### config.mk
export PLATFORM = sky130hd
export DESIGN_NAME = imem_arbiter_n
export DESIGN_NICKNAME = d
export VERILOG_FILES = /design/src/rtl/imem_arbiter_n.sv
export SDC_FILE = /design/constraint.sdc
export NUM_CORES = 1
export LEC_CHECK = 0
export CAP_MARGIN = 0
export CORE_UTILIZATION = 36
export CTS_BUF_LIST = sky130_fd_sc_hd__clkbuf_4
export CTS_CLUSTER_DIAMETER = 40
export DETAILED_ROUTE_END_ITERATION = 7
export GPL_TIMING_DRIVEN = 0
export HOLD_SLACK_MARGIN = 0.02
export PLACE_DENSITY = 0.79
export SLEW_MARGIN = 0
export SYNTH_ARGS = -nofsm -noshare
export SYNTH_HDL_FRONTEND = slang
export SYNTH_SLANG_ARGS = --single-unit
export TNS_END_PERCENT = 20
### constraint.sdc
create_clock -name clk -period 2.87 [get_ports clk]
set_input_delay 0.287 -clock clk [delete_from_list [all_inputs] [get_ports clk]]
set_output_delay 0.287 -clock clk [all_outputs]
set_load 0.03 [all_outputs]
### src/rtl/imem_arbiter_n.sv
// ----------------------------------------------------------------------------
// imem_arbiter_n
//
// Purpose:
//   Shares one synchronous single-port instruction/data RAM among NCORES
//   cores. Each core raises req (with wr/addr/din held stable) and receives a
//   one-cycle ack when its access has completed. Grants rotate round-robin so
//   that no core can be starved. Read data is registered into dq and
//   broadcast to every core; the acked core(s) consume it in the ack cycle.
//
// Optional feature (macro IMEM_COALESCE_EN):
//   When defined, every core that is requesting a read of the same address as
//   the read currently being captured is acked together with the winner and
//   shares the same dq. Cores fetching in lock-step then cost a single RAM
//   access. When undefined, only the granted core is acked.
//
// Parameters:
//   NCORES  - number of requesting cores (>= 2)
//   AW      - RAM address width
//   DW      - RAM data width
//   RAM_LAT - RAM read latency in cycles (>= 1)
//
// Ports:
//   clk       in   clock, all logic on rising edge
//   rst_n     in   synchronous active-low reset
//   req       in   [NCORES]     per-core request, held until ack
//   wr        in   [NCORES]     per-core write qualifier (1 = write)
//   addr      in   [NCORES*AW]  packed addresses, core i = [i*AW +: AW]
//   din       in   [NCORES*DW]  packed write data, core i = [i*DW +: DW]
//   ack       out  [NCORES]     one-cycle completion pulse per core
//   dq        out  [DW]         registered read data, broadcast
//   ram_addr  out  [AW]         RAM address
//   ram_din   out  [DW]         RAM write data
//   ram_wren  out               RAM write enable
//   ram_q     in   [DW]         RAM read data
//
// Transaction timing (E0 = grant edge):
//   read : RD_WAIT for RAM_LAT+1 cycles, dq/ack captured at E0+RAM_LAT+1,
//          RESP cycle, back in IDLE at E0+RAM_LAT+2.
//   write: ram_wren high E0..E0+1, ack during the following cycle,
//          back in IDLE at E0+2.
// ----------------------------------------------------------------------------
module imem_arbiter_n #(
  parameter int NCORES  = 4,
  parameter int AW      = 8,
  parameter int DW      = 8,
  parameter int RAM_LAT = 1
) (
  input  logic                 clk,
  input  logic                 rst_n,
  input  logic [NCORES-1:0]    req,
  input  logic [NCORES-1:0]    wr,
  input  logic [NCORES*AW-1:0] addr,
  input  logic [NCORES*DW-1:0] din,
  output logic [NCORES-1:0]    ack,
  output logic [DW-1:0]        dq,
  output logic [AW-1:0]        ram_addr,
  output logic [DW-1:0]        ram_din,
  output logic                 ram_wren,
  input  logic [DW-1:0]        ram_q
);

  // Width of a core index / round-robin pointer.
  localparam int PW = (NCORES > 1) ? $clog2(NCORES) : 1;
  // Width of the read-latency counter (must hold the value RAM_LAT).
  localparam int CW = (RAM_LAT > 0) ? $clog2(RAM_LAT + 1) : 1;

  localparam logic [PW:0]     NC_EXT   = (PW + 1)'(NCORES);
  localparam logic [CW-1:0]   LAT_LAST = CW'(RAM_LAT);
  localparam logic [NCORES-1:0] ONE_HOT0 = {{(NCORES - 1){1'b0}}, 1'b1};

  typedef enum logic [1:0] {
    ST_IDLE    = 2'd0,
    ST_RD_WAIT = 2'd1,
    ST_RESP    = 2'd2,
    ST_WR      = 2'd3
  } state_t;

  // --------------------------------------------------------------------------
  // Registers
  // --------------------------------------------------------------------------
  state_t              r_state;
  logic [CW-1:0]       r_cnt;
  logic [PW-1:0]       r_rr_ptr;
  logic [PW-1:0]       r_winner;
  logic [AW-1:0]       r_ram_addr;
  logic [DW-1:0]       r_ram_din;
  logic                r_ram_wren;
  logic [NCORES-1:0]   r_ack;
  logic [DW-1:0]       r_dq;

  // --------------------------------------------------------------------------
  // Next-state values
  // --------------------------------------------------------------------------
  state_t              w_state_next;
  logic [CW-1:0]       w_cnt_next;
  logic [PW-1:0]       w_rr_ptr_next;
  logic [PW-1:0]       w_winner_next;
  logic [AW-1:0]       w_ram_addr_next;
  logic [DW-1:0]       w_ram_din_next;
  logic                w_ram_wren_next;
  logic [NCORES-1:0]   w_ack_next;
  logic [DW-1:0]       w_dq_next;

  // --------------------------------------------------------------------------
  // Per-core unpacking and read-coalesce match
  // --------------------------------------------------------------------------
  logic [AW-1:0]       w_addr [NCORES];
  logic [DW-1:0]       w_din  [NCORES];
  logic [NCORES-1:0]   w_coal;

  genvar gi;
  generate
    for (gi = 0; gi < NCORES; gi++) begin : g_core
      assign w_addr[gi] = addr[gi*AW +: AW];
      assign w_din[gi]  = din[gi*DW +: DW];
`ifdef IMEM_COALESCE_EN
      // Compared against the live request vector in the capture cycle, so a
      // core that raised its read after the grant can still ride along.
      assign w_coal[gi] = req[gi] & ~wr[gi] & (w_addr[gi] == r_ram_addr);
`else
      assign w_coal[gi] = 1'b0;
`endif
    end
  endgenerate

  // --------------------------------------------------------------------------
  // Round-robin winner selection
  //
  // The request vector is rotated so that bit 0 corresponds to the core at
  // r_rr_ptr; the lowest set bit of the rotated vector is then the offset of
  // the winner from the pointer. Doubling the vector before shifting makes
  // the rotation a plain right shift.
  // --------------------------------------------------------------------------
  logic [2*NCORES-1:0] w_req_dbl;
  logic [NCORES-1:0]   w_req_rot;
  logic [PW-1:0]       w_off;
  logic                w_any_req;
  logic [PW:0]         w_sum;
  logic [PW:0]         w_sum_wrap;
  logic [PW-1:0]       w_grant_idx;
  logic [PW:0]         w_rr_sum;
  logic [PW:0]         w_rr_sum_wrap;
  logic [PW-1:0]       w_rr_after;

  assign w_req_dbl = {req, req} >> r_rr_ptr;
  assign w_req_rot = w_req_dbl[NCORES-1:0];
  assign w_any_req = |req;

  always_comb begin
    w_off = '0;
    // Descending scan so the lowest set offset is the one left standing.
    for (int k = NCORES - 1; k >= 0; k--) begin
      if (w_req_rot[k]) begin
        w_off = PW'(k);
      end
    end
  end

  // Winner = (rr_ptr + offset) mod NCORES; both operands are < NCORES so one
  // conditional subtraction is enough.
  assign w_sum         = {1'b0, r_rr_ptr} + {1'b0, w_off};
  assign w_sum_wrap    = w_sum - NC_EXT;
  assign w_grant_idx   = (w_sum >= NC_EXT) ? w_sum_wrap[PW-1:0] : w_sum[PW-1:0];

  // Pointer after grant = (winner + 1) mod NCORES.
  assign w_rr_sum      = {1'b0, w_grant_idx} + {{PW{1'b0}}, 1'b1};
  assign w_rr_sum_wrap = w_rr_sum - NC_EXT;
  assign w_rr_after    = (w_rr_sum >= NC_EXT) ? w_rr_sum_wrap[PW-1:0] : w_rr_sum[PW-1:0];

  // --------------------------------------------------------------------------
  // Served masks
  // --------------------------------------------------------------------------
  logic [NCORES-1:0] w_winner_oh;
  logic [NCORES-1:0] w_served;

  assign w_winner_oh = ONE_HOT0 << r_winner;
  // The winner is always served even if it has dropped req meanwhile.
  assign w_served    = w_winner_oh | w_coal;

  // --------------------------------------------------------------------------
  // Next-state / output logic
  // --------------------------------------------------------------------------
  always_comb begin
    // Hold everything by default; ack and write enable are pulses.
    w_state_next    = r_state;
    w_cnt_next      = r_cnt;
    w_rr_ptr_next   = r_rr_ptr;
    w_winner_next   = r_winner;
    w_ram_addr_next = r_ram_addr;
    w_ram_din_next  = r_ram_din;
    w_ram_wren_next = 1'b0;
    w_ack_next      = '0;
    w_dq_next       = r_dq;

    unique case (r_state)
      ST_IDLE: begin
        if (w_any_req) begin
          w_winner_next   = w_grant_idx;
          w_rr_ptr_next   = w_rr_after;
          w_ram_addr_next = w_addr[w_grant_idx];
          if (wr[w_grant_idx]) begin
            w_ram_din_next  = w_din[w_grant_idx];
            w_ram_wren_next = 1'b1;
            w_state_next    = ST_WR;
          end else begin
            w_cnt_next   = '0;
            w_state_next = ST_RD_WAIT;
          end
        end
      end

      ST_RD_WAIT: begin
        // RAM_LAT+1 cycles here: one for the RAM to register the address,
        // RAM_LAT for the data to appear on ram_q.
        if (r_cnt == LAT_LAST) begin
          w_dq_next    = ram_q;
          w_ack_next   = w_served;
          w_state_next = ST_RESP;
        end else begin
          w_cnt_next = r_cnt + {{(CW - 1){1'b0}}, 1'b1};
        end
      end

      ST_WR: begin
        // The write has been taken by the RAM at this edge; ack the writer.
        w_ack_next   = w_winner_oh;
        w_state_next = ST_RESP;
      end

      ST_RESP: begin
        // Ack is visible during this cycle; return to arbitration. A core
        // still holding req in the next IDLE cycle is a fresh request.
        w_state_next = ST_IDLE;
      end

      default: begin
        w_state_next = ST_IDLE;
      end
    endcase
  end

  // --------------------------------------------------------------------------
  // State register
  // --------------------------------------------------------------------------
  always_ff @(posedge clk) begin
    if (!rst_n) begin
      r_state    <= ST_IDLE;
      r_cnt      <= '0;
      r_rr_ptr   <= '0;
      r_winner   <= '0;
      r_ram_addr <= '0;
      r_ram_din  <= '0;
      r_ram_wren <= 1'b0;
      r_ack      <= '0;
      r_dq       <= '0;
    end else begin
      r_state    <= w_state_next;
      r_cnt      <= w_cnt_next;
      r_rr_ptr   <= w_rr_ptr_next;
      r_winner   <= w_winner_next;
      r_ram_addr <= w_ram_addr_next;
      r_ram_din  <= w_ram_din_next;
      r_ram_wren <= w_ram_wren_next;
      r_ack      <= w_ack_next;
      r_dq       <= w_dq_next;
    end
  end

  // --------------------------------------------------------------------------
  // Outputs
  // --------------------------------------------------------------------------
  assign ack      = r_ack;
  assign dq       = r_dq;
  assign ram_addr = r_ram_addr;
  assign ram_din  = r_ram_din;
  assign ram_wren = r_ram_wren;

endmodule
-- Word level (Yosys, flattened, before mapping)
Cells that the tools add are included.
- flip-flop bits (word level): 36
- word-level logic and storage cells: 61
- add/subtract/negate cells: 5
- order comparisons: 4
- eq/ne operators: 6
- shift operators: 2
- mux-type cells: 25
- bitwise gates (word level): 1
- reductions and logical operators: 9
- operators with widths (operator ; number):
    8-bit binary-select mux with 2-bit select ; 2
    8-bit 2-to-1 mux ; 4
    2-bit 2-to-1 mux ; 9
    3-bit >= comparator (second input constant) ; 3
    3-bit AND reduction ; 3
    2-bit case mux with 4 select lines ; 1
    4-bit case mux with 2 select lines ; 1
    8-bit by 2-bit right shift with 4-bit output ; 1
    2-bit inequality test (second input constant) ; 3
    2-bit AND reduction ; 3
    1-bit 2-to-1 mux ; 5
    2-bit == test (second input constant) ; 2
    4-bit 2-to-1 mux ; 1
    4-bit OR reduction ; 1
    1-bit by 2-bit left shift with 4-bit output (first input constant) ; 1
    2-bit by 1-bit subtractor with 2-bit output (second input constant) ; 2
    2-bit by 1-bit adder with 3-bit output (second input constant) ; 1
    2-bit by 2-bit adder with 3-bit output ; 1
    2-bit by 3-bit less-than comparator with 1-bit output (second input constant) ; 1
    2-bit NOT with 3-bit output ; 1
    1-bit binary-select mux with 2-bit select ; 1
    2-bit by 1-bit == test with 1-bit output (second input constant) ; 1
    2-bit logical NOT ; 1
    1-bit case mux with 2 select lines ; 1
    2 further kinds ; 2

-- Logic depth before layout (Yosys ltp)
Gate-level depths: netlist of the first run.
- word-level depth: 13
- depth in mapped cells: 11
- gate-level depth less buffers: 10

-- Worst setup path after synthesis of the first run
Ideal clock, no wire load.
- kind: reg-to-reg
- from: register r_rr_ptr[0]
- to: register r_ram_addr[6], in the netlist ram_addr[6]
- data arrival time: 2.646 ns
- data required time: 2.794 ns
- slack: 0.148 ns
- cell stages (with the launch flop): 12
- path buffers: 4
- clock period less this slack: 2.722 ns
- path through: dfxtp_1 > buf_2 > nor2_1 > a221oi_1 > o221ai_1 > ha_1 > buf_4 > buf_4 > buf_1 > mux2i_1 > mux2_2 > o22ai_1
- word-level cells in the longest chain between the ends: 12
- RTL lines (what ; RTL line ; source):
    start: declaration ; 84 ; logic [PW-1:0] r_rr_ptr;
    start signal: assignment ; 260 ; r_rr_ptr <= w_rr_ptr_next;
    8-bit by 2-bit right shift with 4-bit output ; 146 ; assign w_req_dbl = {req, req} >> r_rr_ptr;
    2-bit 2-to-1 mux (4 in a row) ; 154 ; if (w_req_rot[k]) begin
    2-bit by 2-bit adder with 3-bit output (*) ; 162 ; assign w_sum = {1'b0, r_rr_ptr} + {1'b0, w_off};
    3-bit >= comparator or 2-bit by 1-bit subtractor with 2-bit output (tied branches) ; 164, 163 ;
    2-bit 2-to-1 mux (*) ; 164 ; assign w_grant_idx = (w_sum >= NC_EXT) ? w_sum_wrap[PW-1:0] : w_sum[PW-1:0];
    via w_grant_idx[0] ; 141 ; logic [PW-1:0] w_grant_idx;
    2-bit NOT with 3-bit output (not written as such) (*) ; 201 ; w_ram_addr_next = w_addr[w_grant_idx];
    8-bit binary-select mux with 2-bit select (*) ; 201 ;
    8-bit 2-to-1 mux (not written as such) (*) (2 in a row) ; 201 ;
    end signal: assignment ; 262 ; r_ram_addr <= w_ram_addr_next;
    end: declaration ; 86 ; logic [AW-1:0] r_ram_addr;
Mark *: on every way through the listed nets, which the timed path passes. The rest lies on a longest branch. The select of a mux whose other input is x is not followed.
A chain may end at the register's enable or synchronous reset.

-- Worst setup path in the final report of the first run
- from: register r_rr_ptr[0]
- to: register r_ram_din[7], in the netlist ram_din[7]
- word-level cells in the longest chain between the ends: 12
- RTL lines (what ; RTL line ; source):
    8-bit by 2-bit right shift with 4-bit output ; 146 ;
    2-bit 2-to-1 mux (4 in a row) ; 154 ;
    2-bit by 2-bit adder with 3-bit output (*) ; 162 ;
    3-bit >= comparator or 2-bit by 1-bit subtractor with 2-bit output (tied branches) ; 164, 163 ;
    2-bit 2-to-1 mux (*) ; 164 ;
    2-bit NOT with 3-bit output (not written as such) ; 203 ; w_ram_din_next = w_din[w_grant_idx];
    8-bit binary-select mux with 2-bit select ; 203 ;
    8-bit 2-to-1 mux (not written as such) (2 in a row) ; 203 ;
    end signal: assignment ; 263 ; r_ram_din <= w_ram_din_next;
    end: declaration ; 87 ; logic [DW-1:0] r_ram_din;
Mark *: on every way between the ends. The rest lies on a longest branch, timed or not. The select of a mux whose other input is x is not followed.

==> results by group, run 1 <==
Setup path
  – Critical Path RT: 3.11 ns
  – R2R cell count: 10
  – Arrival time at the worst endpoint: 3.03 ns
  – CP Launch Type: flip-flop
  – FF-to-FF End: ram_din[7]
  – Kind of critical path: reg2reg
  – Reg2reg start: r_rr_ptr[0]
  – Critical path capture point type: flip-flop
  – Reg2Reg Setup Slack: 0.08 ns
  – Worst Path Max Fanout: 10

Logic synthesis
  – Synth area leader: dfxtp_1
  – Synth top cells by count: 36 x dfxtp_1, 22 x nand2_1, 19 x mux2i_1
  – Mean Syn Cell Area: around 9.7 µm²
  – Main synth FF type: dfxtp_1
  – Yosys cell types: 48
  – Post-Syn Instances: about 210
  – Seq cells post-synth: 36
  – Synthesis warning total: 0
  – Syn_nets: around 290
  – Top cells by area, synth: dfxtp_1 36%, mux2i_1 9.6%, mux4_2 9.1%, mux2_2 4.5%, nand2_1 4.2%
  – Sequential-to-total area share from yosys stat: between 30 and 40%
  – Number of flops mapped to enable cells by yosys: 0
  – Post-synth design cell area: approximately 2000 µm²
  – Share of async-settable or async-resettable flops after synthesis: 0%
  – Top-count cell post-synth: dfxtp_1
  – Top cell type's share of synthesized area: 36.2%

Clock network
  – H-Tree Depth: 2
  – CTS tree: built
  – TritonCTS buffer count: 5
  – Clock-pin slew on the worst setup and hold paths: roughly 0.12 ns
  – Sink Count: 36
  – Root Buffer: clkbuf_4
  – Clk buf depth: 2
  – Clk_lat worst skew: approximately 0.34 ns

Pwr
  – PD cells: about 820 nW/µm²
  – Maximum vdd drop: ~0.00049 V
  – Cell leakage power: 1.25 nW
  – Net Switching: approximately 1.1 mW
  – Sw Ratio: roughly two fifths
  – Int Power: about 1.6 mW
  – Total Power: between 2 and 3 mW
  – Combinational power share: 63.7%
  – Sequential Power Share: 26.0%
  – Clock power share: between 10% and 20%

Cells and area
  – Number of fill cells: ~450
  – Area grow syn2layout: 64.5%
  – Ant diodes: 0
  – Fin nets: slightly above 400
  – Layout cells sized above 1: 14.9%

Floorplanning
  – DIE AREA: just under 6000 µm²
  – Total core area: 5200 µm²
  – DIE HEIGHT: between 70 and 80 µm
  – # IOs: 111
  – Row count: 26
  – Initial Util: about two fifths
  – Die Width: about 76 µm

Timing
  – Final Setup Violations: 0
  – Slew headroom: about half
  – Clock skew: 0.00968 ns
  – Final worst path period share: between 90% and 100%
  – Max frequency: 0.358 GHz
  – Min Tclk post-route: roughly 2.8 ns
  – Final Hold Viols: 0
  – Final count of pins violating max slew: 0
  – Slew @ Worst Pin: 0.776 ns
  – Setup TNS: 0 ns

Global route
  – Initial antenna violation count: 0
  – Global Route Usage Sum: a little under a fifth
  – M1 GR Usage: between 20% and 30%
  – GR Util met3: about 3.6%
  – GR peak layer: met2
  – Grt total ovfl: 0
  – First-pass GRT wire length: approximately 8800 µm
  – Largest net degree at the start of global routing: 20
  – Grt met2 use: between 30% and 40%
  – Vias in the first global route: ~1.9k

Detailed routing
  – DR vias/cell: ~5
  – Drt total wl: ~5400 µm
  – Via count: ~2.0k
  – DRT Pass-1 Iters: 4
  – DR DRC count: 0
  – DRT iter0 DRCs: 74
  – DR WL/cell: 13.7 µm
  – Antenna-violating nets left: 0

Placement
  – Half-perimeter wire length after placement: roughly 4200 µm
  – I/O Buffers: 109
  – RD Place Congestion: about 0.82

Hold path
  – Hold path depth: 2
  – Hold Crit Start: dq[3]
  – Worst Hold Class: reg2reg
  – Hold EP: dq[3]

Run
  – Maxcap violations: 0

Status
  – Outcome: finished clean
[repair_timing]
| item | CTS | global route |
|---|---|---|
| buffers inserted | 0 | 2 |
| hold buffers | 0 | 0 |
| resized for setup | 1 | 11 |
| setup endpoints to repair | 14 | 10 |
| pin swaps | 0 | 3 |
[final cells by class]
type / count / area (µm²) / share of cell area, %
sequential: 36 / 724 / 22.1
inverter: 6 / 22.5 / 0.689
multi-input combinational: 149 / 1190 / 36.3
timing repair buffer: 111 / 1110 / 34.0
clock inverter: 3 / 18.8 / 0.574
buffer: 13 / 80.1 / 2.45
clock buffer: 5 / 37.5 / 1.15
tap: 70 / 87.6 / 2.68
[power by group through the flow]
stage | Combinational [mW] | Sequential, mW | Clock [mW]
final | 1.70 | 0.695 | 0.274
after global routing | 1.83 | 0.714 | 0.305
after floorplan | 1.05 | 0.841 | 0
after global placement | 1.65 | 0.698 | 0
after CTS | 1.67 | 0.691 | 0.281
after detailed placement | 1.67 | 0.700 | 0
[kinds of logic (layout without fill, tap and decap cells)]
logic type                 after synthesis  in the layout  synth area share (%)
AOI/OAI and AO/OA                       53             53                  20.0
DFF                                     36             36                  36.2
xor gates and xnor gates                 2              2                 0.881
and+or+nand+nor                         58             58                  14.3
buffers and inverters                   20            138                  4.85
muxes                                   35             35                  23.2
adders and majority gates                1              1                 0.629
[cell usage in the layout, fill, tap and decap left out, types with 3 or more instances in the layout]
master,n
a21oi_1,12
clkdlybuf4s50_1,107
mux2_2,8
o22ai_1,10
nand2_1,22
or2_2,3
o21ai_0,5
buf_2,3
a22o_1,8
inv_1,6
buf_6,3
clkbuf_4,5
mux2i_1,19
dfxtp_1,35
mux4_2,8
buf_4,3
nand3_1,10
nor2_1,8
clkbuf_1,5
[state kept, by name, indices dropped and copies added (netlist names)]
signal and count:
ack 4, dq 8, r_cnt 1, r_rr_ptr 2, r_state 2, r_winner 2, ram_addr 8, ram_din 8
ram_wren 1
[how the worst max path moves through the flow]
stage | start | endpoint | slack (ns)
floorplan | r_rr_ptr[0] | ram_addr[6] | 0.15
global placement | req[0] | ram_addr[4] | -0.67
detailed placement | req[0] | ram_addr[4] | -0.70
CTS | r_rr_ptr[0] | ram_din[4] | 0.02
global route | r_rr_ptr[0] | ram_din[4] | -0.05
finish | r_rr_ptr[0] | ram_din[7] | 0.08
[per-stage QoR]
stage | util [%] | area, µm² | setup WS (ns) | hold WS, ns | cells
6_report | 62.8 | 3270 | 0.0800 | 0.465 | 393
5_1_grt | 62.8 | 3270 | -0.0477 | 0.491 | 393
4_1_cts | 61.9 | 3220 | 0.0242 | 0.467 | 391
3_5_place_dp | 60.8 | 3170 | -0.699 | 0.451 | 384
3_3_place_gp | 60.8 | 3170 | -0.667 | 0.442 | 384
2_1_floorplan | - | 1990 | 0.148 | 0.437 | 205
[critical path: stages, from the launching register on]
cell	delay, ns
dfxtp_4	0.38
buf_4	0.16
or4_4	0.53
o221ai_2	0.09
ha_2	0.22
inv_1	0.06
a221o_1	0.31
a221o_1	0.41
and4_4	0.21
buf_6	0.13
a22o_1	0.20
[layer usage]
layer	part of all wire [%]	routed length (µm)	up-vias
met5	0	0	-
met4	0.54	29	0
met3	4.9	266	4
met2	51	2740	59
met1	44	2340	901
li1	-	-	1008
No activity file was read; power rests on OpenSTA's default activity.
==> inputs of run 2 (changes only) <==
--- a/config.mk
+++ b/config.mk
@@ -13,7 +13,7 @@
 export GPL_TIMING_DRIVEN = 0
 export HOLD_SLACK_MARGIN = 0.02
 export PLACE_DENSITY = 0.79
-export SLEW_MARGIN = 0
+export SLEW_MARGIN = 10
 export SYNTH_ARGS = -nofsm -noshare
 export SYNTH_HDL_FRONTEND = slang
 export SYNTH_SLANG_ARGS = --single-unit
==> results of run 2 <==
Final layout, timing and power as in run 1 (identical DEF).
==> inputs of run 3 (changes only) <==
--- a/config.mk
+++ b/config.mk
@@ -13,8 +13,9 @@
 export GPL_TIMING_DRIVEN = 0
 export HOLD_SLACK_MARGIN = 0.02
 export PLACE_DENSITY = 0.79
+export SETUP_SLACK_MARGIN = 0.5
 export SLEW_MARGIN = 10
 export SYNTH_ARGS = -nofsm -noshare
 export SYNTH_HDL_FRONTEND = slang
 export SYNTH_SLANG_ARGS = --single-unit
-export TNS_END_PERCENT = 20
+export TNS_END_PERCENT = 1
==> run 3 against run 2 <==
Sequential share of layout area decreased by 1.0 points. Via count increased by 6.7%. Power increased by 10%. Register-to-register slack improved by 0.20 ns. Cell area increased by 4.9%. Combinational power increased by 16%. Setup slack improved by 0.20 ns.
==> results by group, run 3 (same netlist as run 1, synthesis figures left out) <==
Setup path
  – CP Launch Type: flip-flop
  – Reg2Reg Setup Slack: between 0.2 and 0.3 ns
  – Worst path slowest cell: or4_4
  – Worst Path Max Fanout: 5
  – Delay-heaviest family, CP: compound AO/OA/AOI/OAI gates
  – Arrival time at the worst endpoint: 2.83 ns
  – Critical Path, Cell by Cell: buf_6, or4_4, o221ai_4, ha_4, inv_2, a221o_1, a221o_1, and4_4, buf_6, a22o_1
  – Critical path capture point type: flip-flop
  – FF-to-FF End: ram_din[7]
  – Max incr delay on CP: 0.49 ns
  – WP buf/inv: 3
  – Reg2reg start: r_rr_ptr[0]
  – Kind of critical path: reg2reg
  – Critical Path RT: a little over 3 ns
  – R2R cell count: 10

Pwr
  – Net Switching: 1.16 mW
  – Int Power: about 1.8 mW
  – Sequential Power Share: around a quarter
  – Maximum vdd drop: around 0.00042 V
  – Cell leakage power: between 1 and 1.5 nW
  – PD cells: between 800 and 900 nW/µm²
  – Combinational power share: approximately two thirds
  – Sw Ratio: about two fifths
  – Clock power share: under 10%
  – Total Power: 2.95 mW

Floorplanning
  – DIE HEIGHT: 76.3 µm
  – # IOs: 111
  – Die Width: 76.3 µm
  – DIE AREA: just under 6000 µm²
  – Total core area: between 5000 and 6000 µm²
  – Initial Util: a little under two fifths
  – Row count: 26

Detailed routing
  – DR WL/cell: roughly 14 µm
  – DR DRC count: 0
  – DR vias/cell: between 5 and 6
  – Antenna-violating nets left: 0
  – Via count: approximately 2.1k
  – DRT Pass-1 Iters: 4
  – DRT iter0 DRCs: 63
  – Drt total wl: between 5000 and 6000 µm

Cells and area
  – Most frequent cells in the layout: 106 x clkdlybuf4s50_1, 35 x dfxtp_1, 21 x nand2_1, 18 x mux2i_1, 14 x buf_4
  – Fin nets: 418
  – Number of fill cells: approximately 460
  – Seq. cell area: 724 µm²
  – Area grow syn2layout: 72.6%
  – Layout cells sized above 1: just under 20%
  – Multi-input logic area: between 1000 and 1500 µm²
  – Commonest non-fill, non-tap cell in the layout: clkdlybuf4s50_1
  – Finished Core Util: about two thirds
  – Ant diodes: 0

Global route
  – Grt total ovfl: 0
  – Global Route Usage Sum: between 10% and 20%
  – Initial antenna violation count: 0
  – Largest net degree at the start of global routing: 12
  – First-pass GRT wire length: between 9000 and 10000 µm
  – Vias in the first global route: approximately 2.0k

Timing
  – RSZ-0062 raised after global routing: yes
  – Slew @ Worst Pin: around 0.78 ns
  – Min Tclk post-route: 2.59 ns
  – Clock skew: between 0.01 and 0.015 ns
  – Final Setup Violations: 0
  – Final worst path period share: approximately 90%
  – Final Hold Viols: 0
  – Final count of pins violating max slew: 0
  – Slew headroom: 47.7%
  – Max frequency: 0.386 GHz
  – Setup TNS: 0 ns

Clock network
  – Root Buffer: clkbuf_4
  – Clock-pin slew on the worst setup and hold paths: approximately 0.12 ns
  – Clk_lat worst skew: around 0.34 ns
  – H-Tree Depth: 2
  – Hold buffer count at CTS: 0
  – Sink Count: 36
  – TritonCTS buffer count: 5
  – CTS tree: built
  – Clk buf depth: 2

Hold path
  – Hold Crit Start: dq[6]
  – Hold path depth: 2
  – Hold EP: dq[6]
  – Worst Hold Class: reg2reg

Placement
  – Half-perimeter wire length after placement: about 4200 µm
  – RD Place Congestion: 0.842
  – I/O Buffers: about 110

Run
  – Maxcap violations: 0

Status
  – Outcome: finished clean
==> run 3: area by class of cell <==
class,count,share of cell area (%)
Clock inverter,2,0.328
Multi-Input combinational cell,149,35.9
Clock buffer,6,1.31
Timing Repair Buffer,123,34.9
Tap cell,70,2.55
Buffer,14,3.28
Sequential cell,36,21.1
Inverter,6,0.656
==> run 3: layer usage <==
layer / vias to the layer above / wire, µm / global-route usage (%)
met5: - / 0 / 0
met4: 0 / 91 / 5.96
met3: 11 / 401 / 6.35
met2: 72 / 2960 / 35.5
met1: 989 / 2300 / 21.4
li1: 1032 / - / -
==> run 3: power groups by stage <==
stage,clock (mW),sequential (mW),combinational (mW)
floorplan,0,0.844,1.07
global placement,0,0.699,1.66
detailed placement,0,0.703,1.68
CTS,0.280,0.693,1.79
global route,0.300,0.712,2.12
finish,0.278,0.695,1.97
==> run 3: what timing repair did <==
item                       4_1_cts  5_1_grt
gates cloned                     1        0
pin swaps                        5        7
resized for setup               16        9
setup endpoints to repair       23       20
setup buffers                    5        8
==> run 3: worst reg2reg max path: stages, from the launching register on <==
cell and delay, ns:
dfxtp_4 0.38, buf_6 0.12, or4_4 0.49, o221ai_4 0.10, ha_4 0.18, inv_2 0.04, a221o_1 0.28, a221o_1 0.40
and4_4 0.18, buf_6 0.12, a22o_1 0.20
==> run 3: worst max path at each step <==
stage,startpoint,to,slack [ns],depth (start not counted)
global placement,req[0],ram_addr[2],-0.37,11
global route,r_rr_ptr[0],ram_din[7],0.21,11
detailed placement,req[0],ram_addr[6],-0.45,11
CTS,r_rr_ptr[0],ram_din[7],0.25,10
finish,r_rr_ptr[0],ram_din[7],0.28,10
floorplan,r_rr_ptr[0],ram_din[7],0.33,10
==> run 3: stage by stage <==
step                      hold WS, ns  cells  worst slack, ns  instance area, µm²
final                           0.467    406            0.277                3430
after global routing            0.504    406            0.207                3430
after CTS                       0.471    398            0.249                3330
after detailed placement        0.455    384           -0.449                3180
after global placement          0.442    384           -0.373                3180
after floorplan                 0.437    205            0.328                2010
